## src/rtl/fetch_stage.sv

```systemverilog
// Instruction fetch stage: drives the instruction port of the memory and
// hands instruction words plus PC to decode over a valid/ready handshake.
module fetch_stage #(
  parameter int WIDTH = 32,
  parameter int INSTRUCTIONWIDTH = 24,
  parameter logic [WIDTH-1:0] RESETPC = '0
) (
  input  logic                        clk,
  input  logic                        reset,
  output logic [WIDTH-1:0]            imem_addr,
  input  logic [INSTRUCTIONWIDTH-1:0] imem_rdata,
  output logic                        valid_d,
  input  logic                        ready_d,
  output logic [INSTRUCTIONWIDTH-1:0] instr_d,
  output logic [WIDTH-1:0]            pc_d,
  input  logic                        redirect_valid,
  input  logic [WIDTH-1:0]            redirect_pc,
  input  logic                        halt_req,
  output logic                        halted,
  output logic [WIDTH-1:0]            fetch_count
);

  typedef enum logic [1:0] {
    IDLE   = 2'd0,
    RUN    = 2'd1,
    HALTED = 2'd2
  } state_t;

  localparam logic [WIDTH-1:0] ONE = {{(WIDTH-1){1'b0}}, 1'b1};

  state_t           state;
  state_t           state_nx;
  logic [WIDTH-1:0] req_pc;
  logic [WIDTH-1:0] req_pc_nx;
  logic             req_valid;
  logic             req_valid_nx;
  logic [WIDTH-1:0] count;
  logic             redir;
  logic             fire;

  // A halt request takes priority, so a simultaneous redirect is ignored
  assign redir = redirect_valid & ~halt_req;

  assign valid_d     = (state == RUN) & req_valid & ~redir;
  assign fire        = valid_d & ready_d;
  assign pc_d        = req_pc;
  assign instr_d     = imem_rdata;
  assign halted      = (state == HALTED);
  assign fetch_count = count;

  always_comb begin
    imem_addr = req_pc + ONE;
    if (state == IDLE)
      imem_addr = RESETPC;
    else if (state == HALTED)
      imem_addr = req_pc;
    else if (halt_req)
      imem_addr = req_pc;
    else if (redirect_valid)
      imem_addr = redirect_pc;
    else if (!ready_d)
      imem_addr = req_pc;
  end

  always_comb begin
    state_nx     = state;
    req_pc_nx    = req_pc;
    req_valid_nx = req_valid;
    unique case (state)
      IDLE: begin
        state_nx     = RUN;
        req_pc_nx    = RESETPC;
        req_valid_nx = 1'b1;
      end
      RUN: begin
        req_pc_nx = imem_addr;
        if (halt_req) begin
          state_nx     = HALTED;
          req_valid_nx = 1'b0;
        end else begin
          req_valid_nx = 1'b1;
        end
      end
      HALTED: begin
        state_nx = HALTED;
      end
      default: begin
        state_nx     = IDLE;
        req_pc_nx    = RESETPC;
        req_valid_nx = 1'b0;
      end
    endcase
  end

  always_ff @(posedge clk or posedge reset) begin
    if (reset) begin
      state     <= IDLE;
      req_pc    <= RESETPC;
      req_valid <= 1'b0;
      count     <= '0;
    end else begin
      state     <= state_nx;
      req_pc    <= req_pc_nx;
      req_valid <= req_valid_nx;
      if (fire)
        count <= count + ONE;
    end
  end

endmodule
```

## config.mk

```make
export PLATFORM = sky130hd
export DESIGN_NAME = fetch_stage
export DESIGN_NICKNAME = d
export VERILOG_FILES = /design/src/rtl/fetch_stage.sv
export SDC_FILE = /design/constraint.sdc
export NUM_CORES = 1
export LEC_CHECK = 0
export ABC_AREA = 1
export BUFFER_PORTS_ARGS = -buffer_cell sky130_fd_sc_hd__buf_2
export CORE_ASPECT_RATIO = 1.1
export CORE_UTILIZATION = 45
export CTS_CLUSTER_SIZE = 8
export DETAILED_ROUTE_END_ITERATION = 6
export GPL_TIMING_DRIVEN = 1
export HOLD_SLACK_MARGIN = 0.06
export PLACE_DENSITY = 0.85
export SLEW_MARGIN = 20
export SYNTH_ARGS = -nofsm -noshare
export SYNTH_HDL_FRONTEND = slang
export SYNTH_SLANG_ARGS = --single-unit
```

## constraint.sdc

```tcl
create_clock -name clk -period 2.8 [get_ports clk]
set_input_delay 0.14 -clock clk [delete_from_list [all_inputs] [get_ports clk]]
set_output_delay 0.14 -clock clk [all_outputs]
set_load 0.005 [all_outputs]
```

==> flow_metrics.py <==
metrics = {
    "power": {
        "p_leak_nw": 3.00,
        "intPower_mw": 2.26,
        "swShare_pct": 39.2,
        "powerDensity_mw_per_mm2": 618,
        "netSwitchingPower_mw": 1.46,
        "pwr-share-comb_pct": 35.3,
        "pwr-share-clk_pct": 31.4,
        "seqPwrFrac_pct": 33.3,
        "ir_worst_vdd_uv": 306,
        "p_total_mw": 3.71,
    },
    "setup_path": {
        "cp.required_ns": 2.66,
        "end_kind": "primary output",
        "crit_arrival_ns": 2.16,
        "cp_slowest_cell": "inv_1",
        "cpMostUsedCell": "inv_1",
        "critPathMaxStageDelay_ns": 0.52,
        "cp-start-kind": "flip-flop",
        "path_delay_family": "buffers and inverters",
        "cp_max_fo": 15,
        "critPathBufInv": 3,
        "path_cells": "inv_1 -> ha_1 -> inv_1 -> o21ai_0 -> a21oi_1 -> buf_2",
        "worstSetupPathType": "flip-flop to primary output",
    },
    "placed_design": {
        "place_inst": 1005,
        "dp_hpwl_um": 10200,
        "portBuffers": 134,
        "place_congestion": 0.900,
        "pre_cts_slack_ns": 0.767,
    },
    "synth": {
        "netlist_top_cells_area": "dfrtp_1, nand2_1, nor2_1, nand3_1, inv_1",
        "synth-async-reset-ratio_pct": 100,
        "ys_warn_count": 0,
        "ys_seq_area_share_pct": 33.1,
        "yosys_register_bits": 67,
        "synthCells": 767,
        "synth_nets": 833,
        "synth.cell_area_sq_mm": 0.00506,
        "syn_area_per_cell_sq_um": 6.60,
        "synth_edf_count": 0,
        "synth_top_area_share_pct": 33.1,
        "synth_flop_cell": "dfrtp_1",
        "yosysUniqueCellTypes": 42,
        "synth_top_area_cell": "dfrtp_1",
    },
    "grt": {
        "overflow": 0,
        "grt_pass1_wl_um": 22900,
        "antenna_found_initial": 1,
        "grtUsageTotal_pct": 25.1,
        "grt_max_degree": 68,
        "first_global_vias": 4897,
    },
    "timing": {
        "rsz0062_at_grt": "false",
        "max_slew_margin_pct": 59.3,
        "setup_ws_ns": 0.496,
        "layout_min_cycle_time_ns": 2.30,
        "fin_crit_sh_pct": 82.3,
        "worstMarginPinSlew_ns": 0.610,
        "finalSetupViolations": 0,
        "final.setup.tns_ns": 0,
        "max_freq_ghz": 0.434,
        "clock_skew_ns": 0.00802,
        "maxSlewViolCount": 0,
        "hold_viol_final": 0,
    },
    "route": {
        "drt_wl_total_um": 13900,
        "drcViolationCount": 0,
        "vias_per_cell": 5.26,
        "wire_per_inst_um": 13.6,
        "drt_iter0_drc": 354,
        "firstDrtPassIters": 5,
        "vias": 5378,
        "ant_nets": 0,
    },
    "cells_and_area": {
        "multi_input_area_sq_mm": 0.00284,
        "nFillCells": 1082,
        "register_area_sq_mm": 0.00168,
        "final_nets": 936,
        "area_growth_pct": 18.8,
        "finalNonFillerCells": 1023,
        "drive_above_1_share_pct": 22.2,
    },
    "clocking": {
        "root_buffer": "clkbuf_16",
        "cts_setup_buffers": 0,
        "path_clk_slew_ns": 0.06,
        "clk-insertion-delay-late_ns": 0.34,
        "cts_buffer_depth": 2,
        "numCtsBuffers": 9,
        "clkSinkCount": 67,
        "cts_tree": "done",
        "h-tree-depth": 3,
    },
    "floorplanning": {
        "rows": 40,
        "die-area_sq_mm": 0.0117,
        "die_h_um": 113,
        "die_w_um": 103,
        "ios": 183,
        "initial_utilization_pct": 46.4,
        "core_area_sq_mm": 0.0109,
    },
    "run_status": {
        "status": "completed",
    },
    "run": {
        "max_cap_viol_count": 0,
    },
    "hold_path": {
        "hold_path_class": "primary input to flip-flop",
    },
}
cell usage after synthesis, types with 2 or more instances:
cell type,n
nand2_2,2
o211ai_1,2
xnor2_1,11
nor2_4,4
nand4_1,9
nand2_1,246
xor2_1,20
dfrtp_1,67
o22ai_1,5
nor3_1,13
a21oi_2,6
nand3b_1,9
o21ai_0,31
a21oi_1,25
nand3_1,66
ha_1,5
nor2_1,103
inv_1,61
clkbuf_1,16
buf_6,2
buf_4,24
buf_2,7
nor2_2,13
buf_1,2
through the flow:
step           utilization, %  instance area, sq um  hold slack (ns)
2_1_floorplan               -                  5060            0.351
3_3_place_gp             52.2                  5700            0.242
3_5_place_dp             52.2                  5700            0.247
4_1_cts                  55.1                  6010            0.168
5_1_grt                  55.1                  6010            0.239
6_report                 55.1                  6010            0.178
layout by cell type (no fill, tap or decap), types with 6 or more instances in the layout:
master	instances
nand4_1	9
xnor2_1	11
nand2_1	246
nor2_1	102
inv_1	60
buf_2	134
a21oi_2	6
xor2_1	20
nand3b_1	9
a21oi_1	25
nand3_1	66
clkbuf_16	9
o21ai_0	31
buf_4	6
dfrtp_1	67
nor3_1	13
nor2_2	14
worst paths after layout:
check | cells past startpoint | startpoint | slack (ns) | end
max | 6 | state[0]$_DFFE_PP0N_ | 0.50 | imem_addr[7]
min | 4 | halt_req | 0.18 | state[1]$_DFFE_PP0N_
max reg2reg | 11 | state[1]$_DFFE_PP0N_ | 0.78 | fetch_count[25]$_DFFE_PP0P_
min reg2reg | 1 | fetch_count[31]$_DFFE_PP0P_ | 0.47 | fetch_count[31]$_DFFE_PP0P_
max in group asynchronous | 4 | reset | 2.08 | pc_d[11]$_DFFE_PP0N_
min in group asynchronous | 4 | reset | 0.41 | pc_d[26]$_DFFE_PP0N_
worst register-to-register path, stage by stage (launching register included):
cell and delay (ns):
dfrtp_1 0.38, inv_1 0.10, ha_1 0.17, nand2_1 0.09, nor2_4 0.13, nand2_2 0.21, nor2_2 0.23, nand2_2 0.11
nor2_2 0.14, nand2_1 0.11, nor2_1 0.14, xor2_1 0.16
power groups by stage:
stage               clock network (mW)  registers, mW  logic [mW]
CTS                               1.19           1.23        1.31
floorplan                            0           1.22       0.836
global route                      1.22           1.25        1.47
global placement                     0           1.24        1.30
finish                            1.17           1.24        1.31
detailed placement                   0           1.25        1.31
what timing repair did:
item	CTS	global route
hold endpoints to repair	67	0
gates resized for setup	0	0
hold buffers	1	0
final cells by class:
cell class	count	share of cell area, %
Multi-Input combinational cell	585	47.2
Sequential cell	67	27.9
Timing Repair Buffer	143	12.7
Inverter	64	4.06
Clock buffer	11	4.04
Tap cell	147	3.06
Clock inverter	5	1.02
Antenna cell	1	0.0416
layer usage:
layer | vias up | track usage, % | routed length, um | share of wire [%]
met5 | - | 0 | 0 | 0
met4 | 0 | 11.4 | 381 | 2.7
met3 | 39 | 3.83 | 913 | 6.6
met2 | 218 | 42.7 | 6860 | 49
met1 | 2478 | 30.9 | 5780 | 41
li1 | 2643 | - | - | -
kinds of logic (layout without fill, tap and decap cells):
group                    after synthesis  after routing  share of synthesized area (%)
XOR/XNOR                              31             31                           5.37
flip-flops                            67             67                           33.1
AND/OR/NAND/NOR                      475            475                           41.2
other                                  0              1                              0
AO/OA/AOI/OAI                         74             74                           8.19
adder cells (fa/ha/maj)                5              5                           1.24
buffers and inverters                115            223                           10.9
registers in the layout (all words and copies together) (netlist names):
signal	count
req_valid	1
state	2
pc_d	32
fetch_count	32
(Power assumes the default switching activity.)
